$ cat config.mk
export PLATFORM = sky130hd
export DESIGN_NAME = seq_scan_ctrl
export DESIGN_NICKNAME = d
export VERILOG_FILES = /design/src/rtl/seq_scan_ctrl.sv
export SDC_FILE = /design/constraint.sdc
export NUM_CORES = 1
export LEC_CHECK = 0
export BUFFER_PORTS_ARGS = -buffer_cell sky130_fd_sc_hd__clkbuf_2
export CAP_MARGIN = 20
export CORE_MARGIN = 5
export CORE_UTILIZATION = 59
export CTS_CLUSTER_SIZE = 40
export DETAILED_ROUTE_END_ITERATION = 16
export HOLD_SLACK_MARGIN = 0.1
export PLACE_DENSITY = 0.95
export REMOVE_ABC_BUFFERS = 1
export SLEW_MARGIN = 10
export SYNTH_ARGS = -nofsm -noshare
export SYNTH_HDL_FRONTEND = slang
export SYNTH_SLANG_ARGS = --single-unit
$ cat constraint.sdc
create_clock -name clk -period 4.4 [get_ports clk]
set_clock_uncertainty 0.1 [all_clocks]
set_input_delay 1.1 -clock clk [delete_from_list [all_inputs] [get_ports clk]]
set_output_delay 1.1 -clock clk [all_outputs]
set_load 0.1 [all_outputs]
$ cat src/rtl/seq_scan_ctrl.sv
// Serial pattern-scan sequencer: accepts a word, shifts it MSB-first through a
// PAT_W-bit window and reports match pulses, a match count and the first match position.
module seq_scan_ctrl #(
    parameter int DATA_W = 16,
    parameter int PAT_W  = 4,
    parameter int CNT_W  = 5
) (
    input  logic              clk,
    input  logic              rst,
    input  logic              cfg_we,
    input  logic [PAT_W-1:0]  cfg_pattern,
    input  logic              cfg_overlap,
    input  logic              in_valid,
    output logic              in_ready,
    input  logic [DATA_W-1:0] in_data,
    output logic              busy,
    output logic              match_pulse,
    output logic              done,
    output logic [CNT_W-1:0]  match_count,
    output logic [CNT_W-1:0]  first_pos,
    output logic              first_found
);

    // Handshake: a word transfers on a rising clk edge where in_valid && in_ready;
    // in_ready is high only in IDLE and in_data is ignored at all other times.
    typedef enum logic [1:0] {
        S_IDLE  = 2'd0,
        S_SHIFT = 2'd1,
        S_DONE  = 2'd2
    } state_t;

    localparam int FILL_W = $clog2(PAT_W + 1);
    localparam logic [PAT_W-1:0] PAT_RST = PAT_W'(1) | (PAT_W'(1) << (PAT_W - 1));

    state_t             state_q, state_d;
    logic [DATA_W-1:0]  shreg_q, shreg_d;
    logic [PAT_W-1:0]   window_q, window_d;
    logic [PAT_W-1:0]   pattern_q, pattern_d;
    logic               overlap_q, overlap_d;
    logic [FILL_W-1:0]  fill_q, fill_d;
    logic [CNT_W-1:0]   bit_idx_q, bit_idx_d;
    logic [CNT_W-1:0]   match_count_q, match_count_d;
    logic [CNT_W-1:0]   first_pos_q, first_pos_d;
    logic               first_found_q, first_found_d;
    logic               match_pulse_q, match_pulse_d;
    logic               done_q, done_d;

    logic               scan_bit;
    logic [PAT_W-1:0]   win_next;
    logic [FILL_W-1:0]  fill_next;
    logic               hit;

    assign scan_bit  = shreg_q[DATA_W-1];
    assign win_next  = {window_q[PAT_W-2:0], scan_bit};
    assign fill_next = (fill_q == FILL_W'(PAT_W)) ? fill_q : fill_q + FILL_W'(1);
    assign hit       = (fill_next == FILL_W'(PAT_W)) && (win_next == pattern_q);

    always_comb begin
        state_d       = state_q;
        shreg_d       = shreg_q;
        window_d      = window_q;
        pattern_d     = pattern_q;
        overlap_d     = overlap_q;
        fill_d        = fill_q;
        bit_idx_d     = bit_idx_q;
        match_count_d = match_count_q;
        first_pos_d   = first_pos_q;
        first_found_d = first_found_q;
        match_pulse_d = 1'b0;
        done_d        = 1'b0;

        case (state_q)
            S_IDLE: begin
                if (cfg_we) begin
                    pattern_d = cfg_pattern;
                    overlap_d = cfg_overlap;
                end
                if (in_valid) begin
                    shreg_d       = in_data;
                    bit_idx_d     = '0;
                    window_d      = '0;
                    fill_d        = '0;
                    match_count_d = '0;
                    first_pos_d   = '0;
                    first_found_d = 1'b0;
                    state_d       = S_SHIFT;
                end
            end
            S_SHIFT: begin
                shreg_d   = shreg_q << 1;
                window_d  = win_next;
                bit_idx_d = bit_idx_q + CNT_W'(1);
                // Non-overlapping mode forgets the matched bits so the next hit needs PAT_W new ones.
                fill_d    = (hit && !overlap_q) ? '0 : fill_next;
                if (hit) begin
                    match_pulse_d = 1'b1;
                    match_count_d = match_count_q + CNT_W'(1);
                    if (!first_found_q) begin
                        first_pos_d   = bit_idx_q;
                        first_found_d = 1'b1;
                    end
                end
                if (bit_idx_q == CNT_W'(DATA_W - 1)) begin
                    state_d = S_DONE;
                    done_d  = 1'b1;
                end
            end
            S_DONE: begin
                state_d = S_IDLE;
            end
            default: begin
                state_d = S_IDLE;
            end
        endcase
    end

    always_ff @(posedge clk) begin
        if (rst) begin
            state_q       <= S_IDLE;
            shreg_q       <= '0;
            window_q      <= '0;
            pattern_q     <= PAT_RST;
            overlap_q     <= 1'b1;
            fill_q        <= '0;
            bit_idx_q     <= '0;
            match_count_q <= '0;
            first_pos_q   <= '0;
            first_found_q <= 1'b0;
            match_pulse_q <= 1'b0;
            done_q        <= 1'b0;
        end else begin
            state_q       <= state_d;
            shreg_q       <= shreg_d;
            window_q      <= window_d;
            pattern_q     <= pattern_d;
            overlap_q     <= overlap_d;
            fill_q        <= fill_d;
            bit_idx_q     <= bit_idx_d;
            match_count_q <= match_count_d;
            first_pos_q   <= first_pos_d;
            first_found_q <= first_found_d;
            match_pulse_q <= match_pulse_d;
            done_q        <= done_d;
        end
    end

    assign in_ready    = (state_q == S_IDLE);
    assign busy        = (state_q == S_SHIFT);
    assign match_pulse = match_pulse_q;
    assign done        = done_q;
    assign match_count = match_count_q;
    assign first_pos   = first_pos_q;
    assign first_found = first_found_q;

endmodule

After elaboration in Yosys (flattened, before gate mapping)
Cells that the tools add are included.
{"block": "totals", "out_inout_bits": 15, "ff_bits": 47, "in_bits": 25, "elab_cells": 59}
{"block": "classes", "n_reduce_logical": 11, "eq_ne": 9, "addsub": 3, "mux": 23, "bitwise": 1}
{"op": "one-hot mux 16 bit (2 select lines)", "n": 1}
{"op": "one-hot mux 5 bit (2 select lines)", "n": 3}
{"op": "two-way mux 5 bit", "n": 4}
{"op": "two-way mux 16 bit", "n": 1}
{"op": "two-way mux 3 bit", "n": 4}
{"op": "one-hot mux 3 bit (2 select lines)", "n": 2}
{"op": "adder 5 x 1 -> 5 bit, second input constant", "n": 2}
{"op": "equality test 3 bit, second input constant", "n": 2}
{"op": "AND reduction 2 bit", "n": 3}
{"op": "equality test 5 x 4 -> 1 bit, second input constant", "n": 1}
{"op": "equality test 4 bit", "n": 1}
{"op": "two-way mux 1 bit", "n": 4}
{"op": "two-way mux 2 bit", "n": 2}
{"op": "inequality test 2 x 1 -> 1 bit, second input constant", "n": 2}
{"op": "inequality test 2 bit, second input constant", "n": 2}
{"op": "one-hot mux 2 bit (2 select lines)", "n": 1}
{"op": "AND reduction 4 bit", "n": 1}
{"op": "adder 3 x 1 -> 3 bit, second input constant", "n": 1}
{"op": "AND reduction 3 bit", "n": 1}
{"op": "equality test 2 x 1 -> 1 bit, second input constant", "n": 1}
{"op": "logical AND 1 bit", "n": 2}
{"op": "logical NOT 2 bit", "n": 1}
{"op": "one-hot mux 1 bit (2 select lines)", "n": 1}
{"op": "nonzero test 2 bit", "n": 1}
{"op": "3 further kinds", "n": 3}

Depth between registers and ports, before layout
Gate-level depths: netlist of run 1.
{"block": "logic_depth", "ltp_word": 7, "mapped_depth": 7, "ltp_nobuf": 6}

Worst setup path before layout of run 1
OpenSTA, ideal clock, no wires.
{"block": "synth_timing", "path_kind": "register -> output", "from": "register state_q[1]", "to": "output in_ready", "path_slack_ns": 1.260, "path_buffers": 1, "stages_incl_launch_ff": 3, "t_required_ns": 3.200, "t_arrival_ns": 1.940, "cell_sequence": "dfxtp_1 clkbuf_1 nor2_1"}
{"block": "synth_between", "elab_chain_len": 1}
{"item": "from (decl)", "line": "35", "text": "state_t state_q, state_d;"}
{"item": "from (signal assigned)", "line": "132", "text": "state_q <= state_d;"}
{"item": "logical NOT 2 bit", "line": "147", "text": "assign in_ready = (state_q == S_IDLE);"}
{"item": "to (decl)", "line": "14", "text": "output logic in_ready,"}
No other way between the ends.

Worst setup path after layout of run 1
{"block": "layout_timing", "from": "register state_q[1]", "to": "output busy"}
{"block": "layout_between", "elab_chain_len": 1}
{"item": "equality test 2 x 1 -> 1 bit", "line": "148", "text": "assign busy = (state_q == S_SHIFT);"}
{"item": "to (decl)", "line": "16", "text": "output logic busy,"}
No other way between the ends.

==> key figures, run 1 <==
Drt
  • Remaining DRCs: 0
  • Antenna Nets Post-Route: 0
  • Drt total wl: 4.83 mm
  • Routed via count: 2055
  • DR WL/cell: 13.5 um
  • DR pass1 iterations: 4
  • DRT iter0 DRCs: 124
  • Vias/cell: 5.74

Floorplan
  • Num rows: 22
  • Die width: 71.6 um
  • Initial Util: 0.611
  • Boundary pin count: 40
  • Die height: 71.6 um
  • Die area: 5120 sq um
  • Core box area: 3660 sq um

Cells and area
  • Most frequent cells in the layout: nor2_1, dfxtp_1, clkbuf_2
  • Area Overhead vs Synth: 12.1%
  • Leading cell type in the layout, fill and taps excluded: nor2_1
  • Post-route insts no fill: 358
  • Ratio of cells with drive above 1 in the final layout: 0.155
  • Layout net count: 341
  • Post-route cell area: 2510 sq um
  • Area occupied by registers: 941 sq um
  • Area occupied by multi-input gates: 1200 sq um
  • Diode count: 0
  • Fillers: 308

Clock tree
  • Root Buffer: clkbuf_8
  • Clk slew on worst S/H paths: 0.08 ns
  • Inserted Clock Buffers: 5
  • Post_cts resized: 0
  • H-tree depth: 2
  • Worst-skew pair later-pin latency: 0.29 ns
  • Post-CTS setup buffer count: 0
  • Post-CTS Hold Buffers: 0
  • Bufs on Longest Clock Path: 2
  • CTS tree: done
  • Sinks on Clock Net: 47

Synth
  • Synth Flop Type: dfxtp_1
  • Sequential area share after synthesis: 0.421
  • Yosys reg bits: 47
  • Syn Std Cell Area: 2240 sq um
  • Synth async-reset ratio: 0
  • Syn_area_per_cell: 7.93 sq um
  • Mapped Cells: 282
  • Synth cell types: 36
  • Synth warn: 0
  • EDFF count, synth: 0

Power and ir drop
  • Clk pwr share: 0.283
  • Switch share: 0.274
  • Switch Pwr: 0.000227 W
  • Register share of total power: 0.555
  • Pwr Density: 330 nW/um^2
  • Tot Pwr: 0.000827 W
  • Internal: 0.000600 W
  • Worst IR Drop VDD: 245 uV
  • Part of the power in combinational logic: 0.162
  • P_leak: 1.07 nW

Critical path
  • Crit-path cells: nand2b_1, buf_4, inv_1, clkbuf_2
  • CP endpoint kind: output pin
  • WP data required: 3.20 ns
  • Worst Setup Start Kind: flip-flop
  • Largest stage delay on the critical path: 0.53 ns
  • Critical path type: flip-flop to output pin
  • CP max FO: 19
  • Data arrival, critical path: 2.09 ns
  • Slowest cell on the critical path: clkbuf_2

Placed design
  • Placed instance count: 352
  • Post-place instance area: 2430 sq um
  • Post-DP HPWL: 3.34 mm
  • # port buffers: 39
  • Place WS: 1.46 ns
  • GPL Wtd Cong: 0.775

Timing
  • Min setup slack post-route: 1.11 ns
  • Setup TNS: 0 ns
  • Worst-Margin Slew: 0.788 ns
  • Final period util: 0.747
  • FMAX: 304 MHz
  • Fin. max-slew vios: 0
  • Slew HR: 0.474
  • Final Hold Viols: 0
  • Final Critical Period: 3.29 ns
  • Final setup fails: 0
  • Unrepaired setup endpoints after global routing: no

Global routing
  • Initial antenna violation count: 0
  • Gr usage total: 0.197
  • Vias in the first global route: 1984
  • Total grt overflow: 0
  • First-pass GRT wire length: 8.32 mm
  • Largest net degree at the start of global routing: 41

Run status
  • Status: completed

Job
  • Max Cap Viol: 0

Hold path
  • Tightest Hold Check Type: flip-flop to flip-flop
## cells in the mapped netlist (2+ instances only)
cell type | n | share of area
o31ai_1 | 2 | 0.0067
o211ai_1 | 5 | 0.017
xnor2_1 | 4 | 0.016
o311ai_0 | 5 | 0.020
buf_2 | 2 | 0.0045
a311oi_1 | 2 | 0.0078
nor2b_1 | 16 | 0.045
nor2_1 | 58 | 0.097
a211o_1 | 3 | 0.012
a21oi_1 | 31 | 0.069
nor3_1 | 15 | 0.034
nand4_1 | 7 | 0.020
nand2b_1 | 3 | 0.0084
o21ai_0 | 3 | 0.0067
nand2_1 | 10 | 0.017
o2111ai_1 | 3 | 0.012
nand3_1 | 5 | 0.011
ha_1 | 5 | 0.028
a22o_1 | 5 | 0.020
inv_1 | 6 | 0.010
nor3b_1 | 2 | 0.0067
clkbuf_1 | 17 | 0.029
dfxtp_1 | 47 | 0.42
and2_1 | 8 | 0.022
a32oi_1 | 2 | 0.0078
and3_1 | 6 | 0.017
## layout make-up
cell class,instances,area share
clock buffers,6,0.0289
inverters,6,0.00898
multi-input cells,209,0.477
flip-flops and latches,47,0.375
well taps,48,0.0240
repair buffers,42,0.0858
## final timing paths
path                              startpoint            to  cells after the start  slack, ns
worst min-delay path            bit_idx_q[4]  bit_idx_q[4]                      2       0.36
worst min register to register  bit_idx_q[4]  bit_idx_q[4]                      2       0.36
worst max-delay path              state_q[1]          busy                      4       1.11
worst max register to register     fill_q[0]  first_pos[1]                      7       1.79
## state kept, by name (all words and copies together), names as in the netlist
signal       count
shreg_q         16
bit_idx_q        5
first_pos        5
match_count      5
pattern_q        4
fill_q           3
window_q         3
state_q          2
done             1
first_found      1
match_pulse      1
overlap_q        1
## worst max-delay path: cells and delay by family (launching register included)
kind,cells,cell delay [ns]
simple gates,1,0.25
buf+inv,3,1.03
flops,1,0.51
## kinds of logic after synthesis
family          Yosys count  share of synthesized area
fa+ha+maj                 5                     0.0280
simple gates            135                      0.297
compound gates           64                      0.190
xor+xnor                  5                     0.0196
flops                    47                      0.421
buf+inv                  26                     0.0447
## stage by stage
stage                util  hold slack [ns]
finish              0.685            0.365
floorplan               -            0.325
CTS                 0.685            0.368
detailed placement  0.665            0.351
global placement    0.664            0.337
global route        0.685            0.386
## routing by layer
| metal | vias to the layer above | track usage | part of all wire |
|---|---|---|---|
| met1 | 945 | 0.239 | 0.45 |
| li1 | 1045 | - | - |
| met5 | - | 0 | 0 |
| met4 | 0 | 0.0605 | 0.0087 |
| met2 | 59 | 0.343 | 0.48 |
| met3 | 6 | 0.0463 | 0.056 |
## power groups by stage
stage          clock network, W  registers, W  logic [W]
2_1_floorplan                 0      0.000470  0.0000875
3_3_place_gp                  0      0.000467   0.000128
3_5_place_dp                  0      0.000469   0.000132
4_1_cts                0.000239      0.000459   0.000133
5_1_grt                0.000257      0.000462   0.000150
6_report               0.000234      0.000459   0.000134
No activity file was read; power rests on OpenSTA's default activity.
==> run 2: changes to the inputs <==
--- a/config.mk
+++ b/config.mk
@@ -8,11 +8,11 @@
 export BUFFER_PORTS_ARGS = -buffer_cell sky130_fd_sc_hd__clkbuf_2
 export CAP_MARGIN = 20
 export CORE_MARGIN = 5
-export CORE_UTILIZATION = 59
+export CORE_UTILIZATION = 50
 export CTS_CLUSTER_SIZE = 40
 export DETAILED_ROUTE_END_ITERATION = 16
 export HOLD_SLACK_MARGIN = 0.1
-export PLACE_DENSITY = 0.95
+export PLACE_DENSITY = 0.88
 export REMOVE_ABC_BUFFERS = 1
 export SLEW_MARGIN = 10
 export SYNTH_ARGS = -nofsm -noshare
==> constraint.sdc (replaced) <==
create_clock -name clk -period 2.7 [get_ports clk]
set_clock_uncertainty 0.1 [all_clocks]
set_input_delay 0.675 -clock clk [delete_from_list [all_inputs] [get_ports clk]]
set_output_delay 0.675 -clock clk [all_outputs]
set_load 0.1 [all_outputs]
==> run 2 against run 1 <==
Via count is 1.8% higher. Worst hold slack got worse by 0.0086 ns. Combinational power increased by 72%. Critical path depth up 2. Final area up 4.5%. Register-to-register slack got worse by 1.4 ns. Sequential power increased by 63%. Global-route usage down 2.9 points. Clock power grew 130%. Critical path type is now flip-flop to flip-flop. Critical endpoint is now match_count[0].
==> key figures, run 2 (synthesized netlist as in run 1, its figures left out) <==
Hold path
  • Worst Hold Path EP: bit_idx_q[4] (unchanged)
  • Worst hold start: bit_idx_q[4] (unchanged)
  • Tightest Hold Check Type: flip-flop to flip-flop (unchanged)
  • Hold path cells: 2 (unchanged)

Cells and area
  • Max reg flops: 16 (unchanged)
  • Post-route insts no fill: 368 (was 358)
  • Leading cell type in the layout, fill and taps excluded: nor2_1 (unchanged)
  • Layout net count: 345 (was 341)
  • Biggest register: shreg_q (unchanged)
  • Area Overhead vs Synth: 17.1% (was 12.1%)
  • Post-route cell area: 2620 sq um (was 2510 sq um)
  • Most frequent cells in the layout: nor2_1, dfxtp_1, clkbuf_2 (unchanged)
  • Fillers: 375 (was 308)
  • Area occupied by registers: 941 sq um (unchanged)
  • Area occupied by multi-input gates: 1200 sq um (unchanged)
  • Ratio of cells with drive above 1 in the final layout: 0.174 (was 0.155)
  • Diode count: 0 (unchanged)

Critical path
  • CP endpoint kind: flip-flop (was output pin)
  • CP max FO: 12 (was 19)
  • FF-to-FF path depth: 6 (was 7)
  • R2R Setup Slk: 0.35 ns (was 1.79 ns)
  • WP data required: 2.84 ns (was 3.20 ns)
  • R2R Path End: match_count[0] (was first_pos[1])
  • Critical path type: flip-flop to flip-flop (was flip-flop to output pin)
  • R2R Path Start: fill_q[0] (unchanged)
  • Worst Setup Start Kind: flip-flop (unchanged)
  • Data arrival, critical path: 2.49 ns (was 2.09 ns)

Drt
  • Drt total wl: 4.97 mm (was 4.83 mm)
  • DRT iter0 DRCs: 158 (was 124)
  • Antenna Nets Post-Route: 0 (unchanged)
  • Routed via count: 2093 (was 2055)
  • Vias/cell: 5.69 (was 5.74)
  • DR pass1 iterations: 4 (unchanged)
  • DR WL/cell: 13.5 um (about the same)
  • Remaining DRCs: 0 (unchanged)

Power and ir drop
  • Worst IR Drop VDD: 341 uV (was 245 uV)
  • Switch share: 0.263 (was 0.274)
  • Register share of total power: 0.494 (was 0.555)
  • P_leak: 1.12 nW (was 1.07 nW)
  • Pwr Density: 578 nW/um^2 (was 330 nW/um^2)
  • Clk pwr share: 0.354 (was 0.283)
  • Switch Pwr: 0.000398 W (was 0.000227 W)
  • Internal: 0.00112 W (was 0.000600 W)
  • Part of the power in combinational logic: 0.152 (was 0.162)

Global routing
  • Largest net degree at the start of global routing: 34 (was 41)
  • Gr usage total: 0.168 (was 0.197)
  • Initial antenna violation count: 0 (unchanged)
  • First-pass GRT wire length: 8.40 mm (was 8.32 mm)
  • Vias in the first global route: 1900 (was 1984)
  • Total grt overflow: 0 (unchanged)

Placed design
  • Post-place instance area: 2500 sq um (was 2430 sq um)
  • # port buffers: 39 (unchanged)
  • GPL Wtd Cong: 0.746 (was 0.775)
  • Placed instance count: 360 (was 352)
  • Post-DP HPWL: 3.38 mm (was 3.34 mm)

Clock tree
  • Bufs on Longest Clock Path: 2 (unchanged)
  • Sinks on Clock Net: 47 (unchanged)
  • Post-CTS setup buffer count: 0 (unchanged)
  • H-tree depth: 2 (unchanged)
  • Worst-skew pair later-pin latency: 0.30 ns (was 0.29 ns)
  • Post_cts resized: 0 (unchanged)
  • CTS tree: done (unchanged)
  • Inserted Clock Buffers: 5 (unchanged)
  • Post-CTS Hold Buffers: 0 (unchanged)
  • Clk slew on worst S/H paths: 0.09 ns (was 0.08 ns)
  • Root Buffer: clkbuf_8 (unchanged)

Timing
  • Final Critical Period: 2.35 ns
  • FMAX: 426 MHz
  • Final setup fails: 0 (unchanged)
  • Setup TNS: 0 ns (unchanged)
  • Worst Hold Slack: 0.356 ns (was 0.365 ns)
  • Final period util: 0.870
  • Worst-Margin Slew: 0.695 ns (was 0.788 ns)
  • Slew HR: 0.535 (was 0.474)
  • Unrepaired setup endpoints after global routing: no (unchanged)
  • Final Hold Viols: 0 (unchanged)
  • Fin. max-slew vios: 0 (unchanged)

Floorplan
  • Die width: 76.9 um (was 71.6 um)
  • Die height: 76.9 um (was 71.6 um)
  • Boundary pin count: 40 (unchanged)
  • Initial Util: 0.514 (was 0.611)
  • Core box area: 4350 sq um (was 3660 sq um)
  • Die area: 5910 sq um (was 5120 sq um)
  • Num rows: 24 (was 22)

Run status
  • Status: completed (unchanged)

Job
  • Max Cap Viol: 0 (unchanged)
[run 2: area by class of cell]
type                       count  area share
timing repair buffer          46       0.106
multi-input combinational    209       0.457
clock buffer                   6      0.0315
tap                           52      0.0248
clock inverter                 2      0.0134
sequential                    47       0.359
inverter                       6     0.00860
[run 2: power by group through the flow]
stage	Clock [W]	Sequential [W]	Combinational, W
6_report	0.000535	0.000748	0.000231
5_1_grt	0.000576	0.000753	0.000256
4_1_cts	0.000547	0.000748	0.000230
3_5_place_dp	0	0.000764	0.000229
3_3_place_gp	0	0.000762	0.000225
2_1_floorplan	0	0.000765	0.000143
[run 2: worst max-delay path by stage]
stage,start,endpoint,cells past startpoint
4_1_cts,fill_q[0],match_count[0],6
5_1_grt,fill_q[0],match_count[1],6
3_3_place_gp,fill_q[0],match_count[0],6
6_report,fill_q[0],match_count[0],6
3_5_place_dp,fill_q[0],match_count[0],6
2_1_floorplan,state_q[0],match_count[1],4
[run 2: worst max-delay path, cell delays in order, from the launching register on]
cell and delay [ns]:
dfxtp_1 0.44, inv_1 0.09, ha_1 0.24, or3b_1 0.38, a311o_1 0.46, or4_1 0.44
a21oi_1 0.14
[run 2: stage by stage]
stage | util | total power [W] | setup slack (ns)
2_1_floorplan | - | 0.000908 | -0.478
3_3_place_gp | 0.575 | 0.000986 | 0.463
3_5_place_dp | 0.575 | 0.000992 | 0.397
4_1_cts | 0.602 | 0.00152 | 0.367
5_1_grt | 0.602 | 0.00159 | 0.203
6_report | 0.602 | 0.00151 | 0.351
[run 2: routing by layer]
metal  share of wire  routed length (um)  global-route usage
met5               0                   0                   0
met4          0.0072                  36              0.0524
met3           0.072                 359              0.0515
met2            0.44                2180               0.254
met1            0.48                2400               0.228
